`config.mk`:
```
export PLATFORM = sky130hd
export DESIGN_NAME = shift_button_conditioner
export DESIGN_NICKNAME = d
export VERILOG_FILES = /design/src/rtl/shift_button_conditioner.sv
export SDC_FILE = /design/constraint.sdc
export NUM_CORES = 1
export LEC_CHECK = 0
export ABC_AREA = 1
export CORE_ASPECT_RATIO = 0.7
export CORE_MARGIN = 4
export CORE_UTILIZATION = 60
export CTS_CLUSTER_DIAMETER = 100
export DETAILED_ROUTE_END_ITERATION = 7
export PLACE_DENSITY_LB_ADDON = 0.2
export SLEW_MARGIN = 20
export SYNTH_ARGS = -nofsm -noshare
export SYNTH_HDL_FRONTEND = slang
export SYNTH_SLANG_ARGS = --single-unit
```
`constraint.sdc`:
```
create_clock -name clk -period 1.4 [get_ports clk]
set_input_delay 0.21 -clock clk [delete_from_list [all_inputs] [get_ports clk]]
set_output_delay 0.21 -clock clk [all_outputs]
set_load 0.05 [all_outputs]
```
`src/rtl/shift_button_conditioner.sv`:
```
// shift_button_conditioner
//   Turns two raw, bouncy push buttons into clean one-cycle shift commands
//   for the LED shifter. Each button runs through its own lane:
//   2-flop synchronizer -> counter debouncer -> rising-edge one-shot ->
//   optional hold-to-repeat. A chord rule then drops any event whose
//   opposite button is currently held, so both shifts never fire together.
//
// Ports
//   clk          system clock, all state on rising edge
//   reset        async active-low reset
//   btn_left     raw left button, active-high
//   btn_right    raw right button, active-high
//   shift_left   registered one-cycle left-shift command
//   shift_right  registered one-cycle right-shift command
//   pressed      registered debounced levels {left, right}

// One button lane: synchronize, debounce, detect press, generate repeats.
module shift_button_lane #(
  parameter int CNT_W           = 16,
  parameter int DEBOUNCE_CYCLES = 4,
  parameter int REPEAT_CYCLES   = 0
) (
  input  logic clk,
  input  logic reset,
  input  logic btn,
  output logic db,
  output logic ev
);
  localparam logic [CNT_W-1:0] DB_LAST = CNT_W'(DEBOUNCE_CYCLES - 1);

  logic             s1, s2, db_q;
  logic [CNT_W-1:0] cnt;
  logic             press, rep_ev;

  always_ff @(posedge clk or negedge reset) begin
    if (!reset) begin
      s1   <= 1'b0;
      s2   <= 1'b0;
      db   <= 1'b0;
      db_q <= 1'b0;
      cnt  <= '0;
    end else begin
      s1   <= btn;
      s2   <= s1;
      db_q <= db;
      // Any cycle where s2 agrees with db restarts the run.
      if (s2 == db) begin
        cnt <= '0;
      end else if (cnt == DB_LAST) begin
        db  <= s2;
        cnt <= '0;
      end else begin
        cnt <= cnt + CNT_W'(1);
      end
    end
  end

  // Rising edge of the debounced level only; release never generates events.
  assign press = db & ~db_q;

  generate
    if (REPEAT_CYCLES == 0) begin : g_norep
      assign rep_ev = 1'b0;
    end else begin : g_rep
      localparam logic [CNT_W-1:0] REP_LAST = CNT_W'(REPEAT_CYCLES - 1);
      logic [CNT_W-1:0] rep;

      // Keeps counting while the event is chord-suppressed, so a held button
      // resumes on its original schedule once the other is released.
      always_ff @(posedge clk or negedge reset) begin
        if (!reset) begin
          rep <= '0;
        end else if (!db || press || rep == REP_LAST) begin
          rep <= '0;
        end else begin
          rep <= rep + CNT_W'(1);
        end
      end

      assign rep_ev = db & ~press & (rep == REP_LAST);
    end
  endgenerate

  assign ev = press | rep_ev;
endmodule

module shift_button_conditioner #(
  parameter int CNT_W           = 16,
  parameter int DEBOUNCE_CYCLES = 4,
  parameter int REPEAT_CYCLES   = 0
) (
  input  logic       clk,
  input  logic       reset,
  input  logic       btn_left,
  input  logic       btn_right,
  output logic       shift_left,
  output logic       shift_right,
  output logic [1:0] pressed
);
  localparam int NUM_LANES = 2;   // lane 1 = left, lane 0 = right

  logic [NUM_LANES-1:0] btn_vec, db_vec, ev_vec;

  assign btn_vec = {btn_left, btn_right};

  generate
    for (genvar i = 0; i < NUM_LANES; i++) begin : g_lane
      shift_button_lane #(
        .CNT_W          (CNT_W),
        .DEBOUNCE_CYCLES(DEBOUNCE_CYCLES),
        .REPEAT_CYCLES  (REPEAT_CYCLES)
      ) u_lane (
        .clk  (clk),
        .reset(reset),
        .btn  (btn_vec[i]),
        .db   (db_vec[i]),
        .ev   (ev_vec[i])
      );
    end
  endgenerate

  // db is already a flop, so pressed is registered.
  assign pressed = db_vec;

  // Chord rule: an event survives only if the other button is not held.
  // Simultaneous presses see each other's db high and both drop.
  always_ff @(posedge clk or negedge reset) begin
    if (!reset) begin
      shift_left  <= 1'b0;
      shift_right <= 1'b0;
    end else begin
      shift_left  <= ev_vec[1] & ~db_vec[0];
      shift_right <= ev_vec[0] & ~db_vec[1];
    end
  end
endmodule

```
==> qor.log <==
INFO  yosys          synthTopCellsByArea=dfrtp_1, nor2_1, nand2_1, inv_1, nand4_1
INFO  sta            unrepaired_setup_endpoints_after_global_routing=true
INFO  drt            drc=0
INFO  critical_path  required_time_worst_endpoint=1620ps
INFO  sta            report.final.setup_viol=0
INFO  die            floorplan.initialDensity=64.7%
INFO  yosys          ys_warn_count=0
INFO  critical_path  critical_path_class=flip-flop to flip-flop
INFO  power          power_density=1320nW/um^2
INFO  yosys          synth_seq_cells=42
INFO  power          intPower=2130uW
INFO  global_route   initial_antenna_violation_count=0
INFO  clocking       cts_inserted_buffers=5
INFO  drt            via_count=1764
INFO  power          p_seq_share=46.3%
INFO  sta            final_critical_path_setup_slack=75.3ps
INFO  clocking       cts_root_buf=clkbuf_8
INFO  power          power_leakage=0.00105uW
INFO  sta            worst_pin_slew=373ps
INFO  power          switching_portion_of_total_power=33.8%
INFO  yosys          synth.yosys.seq_area_share=49.6%
INFO  yosys          yosysTopAreaCell=dfrtp_1
INFO  sta            achievable-frequency=755MHz
INFO  drt            viasPerCell=5.25
INFO  layout         mostFrequentLayoutCell=nor2_1
INFO  critical_path  timing.critical_path.mode_cell=nand2_1
INFO  sta            period_share=94.6%
INFO  power          net-switching-power=1090uW
INFO  die            core=3280um^2
INFO  sta            timing.max_slew.rel_slack=75.1%
INFO  placed_design  hpwlAfterDp=3070um
INFO  die            floorplan.die.width=79.0um
INFO  yosys          netlist_area=2120um^2
INFO  run_status     run_status=completed
INFO  min_path       hp-class=input port to flip-flop
INFO  clocking       cts_tree=done
INFO  layout         count_of_placed_standard_cells_in_the_final_layout_fillers_left_out=336
INFO  critical_path  setup.worst_path.end_class=flip-flop
INFO  clocking       htree_levels=2
INFO  power          clockPowerShare=24.6%
INFO  layout         multiInputGateArea=951um^2
INFO  yosys          synth_top_area_share=49.6%
INFO  clocking       worst_skew_pair_latency=290ps
INFO  global_route   grt_usage=20.0%
INFO  sta            post-route-min-period=1320ps
INFO  power          power.ir.vdd_worst=0.000902V
INFO  layout         fillCellCount=248
INFO  drt            routed_wirelength=4260um
INFO  placed_design  portBuffers=7
INFO  critical_path  timing.critical_path.slowest_cell_delay=460ps
INFO  die            dieHeight=57.7um
INFO  sta            final.setup_skew=6.10ps
INFO  layout         ratio_of_cells_with_drive_above_1_in_the_final_layout=13.1%
INFO  layout         diodes=0
INFO  critical_path  worstPathCellList=ha_4, nand3_2, inv_1, nand2_1, o21ai_1, nand2_1, nor2_1
INFO  power          comb_power_share=29.1%
INFO  placed_design  dp_cells=324
INFO  drt            wl_per_cell=12.7um
INFO  layout         reg_area=1050um^2
INFO  yosys          syn-num-nets=277
INFO  die            rows=17
INFO  layout         fin_nets=294
INFO  drt            drtPass1Iterations=5
INFO  global_route   grt_start_max_net_pins=43
INFO  global_route   grt_overflow_total=0
INFO  job            max-cap-violations=0
INFO  clocking       clock_tree.buffer_depth=2
INFO  yosys          synth_cell_types=22
INFO  critical_path  start_kind=flip-flop
INFO  global_route   grt_pass1_wl=7100um
INFO  critical_path  cpMaxStageDelayCell=dfrtp_1
INFO  critical_path  arrival_time_reported_for_the_critical_path_endpoint=1540ps
INFO  yosys          postSynthAreaPerCell=7.82um^2
INFO  clocking       cts.reportedPaths.clkPinSlew=80ps
INFO  clocking       cts_sink_count=42
INFO  layout         finish.utilization=74.6%
INFO  yosys          synth_cells=271
INFO  layout         area.growth.synth_to_final=15.2%
INFO  critical_path  critPathMaxFanout=4
INFO  sta            drv_slew=0
INFO  die            ios=8
INFO  global_route   grt_pass1_vias=1514
INFO  drt            antenna_violating_nets_post_route=0
INFO  placed_design  preCtsSetupSlack=49.8ps
INFO  drt            detailedRoute.firstIterationViolations=197
INFO  sta            report.final.hold_viol_count=0
INFO  layout         most-common-layout-cells=nor2_1, nand2_1, dfrtp_1
INFO  critical_path  timing.reg2reg.setup_slack=80ps
INFO  placed_design  gp_congestion=0.958
INFO  die            dieArea=4560um^2
[cell families after synthesis]
group / Yosys count / synth area share, %
simple gates: 166 / 33.8
compound gates: 15 / 3.90
buf+inv: 35 / 6.97
flops: 42 / 49.6
fa+ha+maj: 2 / 1.18
xor+xnor: 11 / 4.55
[flip-flops by register name (all words and copies together) (netlist names)]
signal,flops
shift_left,1
g_lane.u_lane.cnt,32
g_lane.u_lane.db,2
g_lane.u_lane.s2,2
g_lane.u_lane.db_q,2
shift_right,1
g_lane.u_lane.s1,2
[synth_stat cells (all sizes together)]
library cell / n
a211oi: 1
a21oi: 5
buf: 4
dfrtp: 42
ha: 2
inv: 31
nand2: 66
nand3: 15
nand4: 11
nor2: 70
nor3: 4
o21ai: 7
o21bai: 2
xnor2: 4
xor2: 7
[final timing paths]
| kind | start | endpoint | cells past startpoint |
|---|---|---|---|
| setup / recovery | g_lane[1].u_lane.cnt[0] | g_lane[1].u_lane.cnt[10] | 7 |
| hold / removal | btn_right | g_lane[0].u_lane.s1 | 1 |
| setup reg to reg | g_lane[1].u_lane.cnt[0] | g_lane[1].u_lane.cnt[10] | 7 |
| hold reg to reg | g_lane[1].u_lane.s1 | g_lane[1].u_lane.s2 | 0 |
| max in group asynchronous | reset | g_lane[1].u_lane.cnt[2] | 3 |
| min in group asynchronous | reset | g_lane[1].u_lane.cnt[11] | 3 |
[area by class of cell]
type / instances / area share (%)
inverters: 31 / 4.76
clock buffers: 7 / 3.53
flip-flops and latches: 42 / 43.1
repair buffers: 14 / 7.07
well taps: 47 / 2.41
multi-input cells: 194 / 38.9
clock inverters: 1 / 0.205
[routing by layer]
| metal | track usage (%) | vias up | part of all wire (%) |
|---|---|---|---|
| met5 | 0 | - | 0 |
| met4 | 4.41 | 0 | 0.54 |
| met3 | 5.12 | 2 | 5.0 |
| met2 | 26.1 | 40 | 40 |
| met1 | 32.7 | 838 | 55 |
| li1 | - | 884 | - |
[stage by stage]
step	cell area [um^2]	power, uW	hold WS [ps]	setup TNS (ps)
finish	2440	3220	357	0
global placement	2290	2370	200	0
CTS	2390	3190	352	0
floorplan	2120	2050	-85.6	0
global route	2440	3410	338	-15.7
detailed placement	2290	2400	204	0
[power groups by stage]
| stage | combinational (uW) | sequential (uW) | clock [uW] |
|---|---|---|---|
| after floorplan | 493 | 1560 | 0 |
| after global routing | 1030 | 1510 | 875 |
| final | 938 | 1490 | 794 |
| after detailed placement | 910 | 1490 | 0 |
| after CTS | 915 | 1470 | 811 |
| after global placement | 886 | 1480 | 0 |
[worst max-delay path: cells and delay by family, from the launching register on]
family                   cells  cell delay (ps)
adder cells (fa/ha/maj)      1              200
buffers and inverters        1              120
flip-flops                   1              460
AND/OR/NAND/NOR              4              330
AO/OA/AOI/OAI                1              130
[timing repair]
action / in CTS / in global routing
endpoints found under the hold margin: 42 / 0
gates resized for setup: 0 / 9
setup endpoints to repair: 0 / 13
hold buffers: 1 / 0
setup buffers: 0 / 3
No activity file was read; power rests on OpenSTA's default activity.
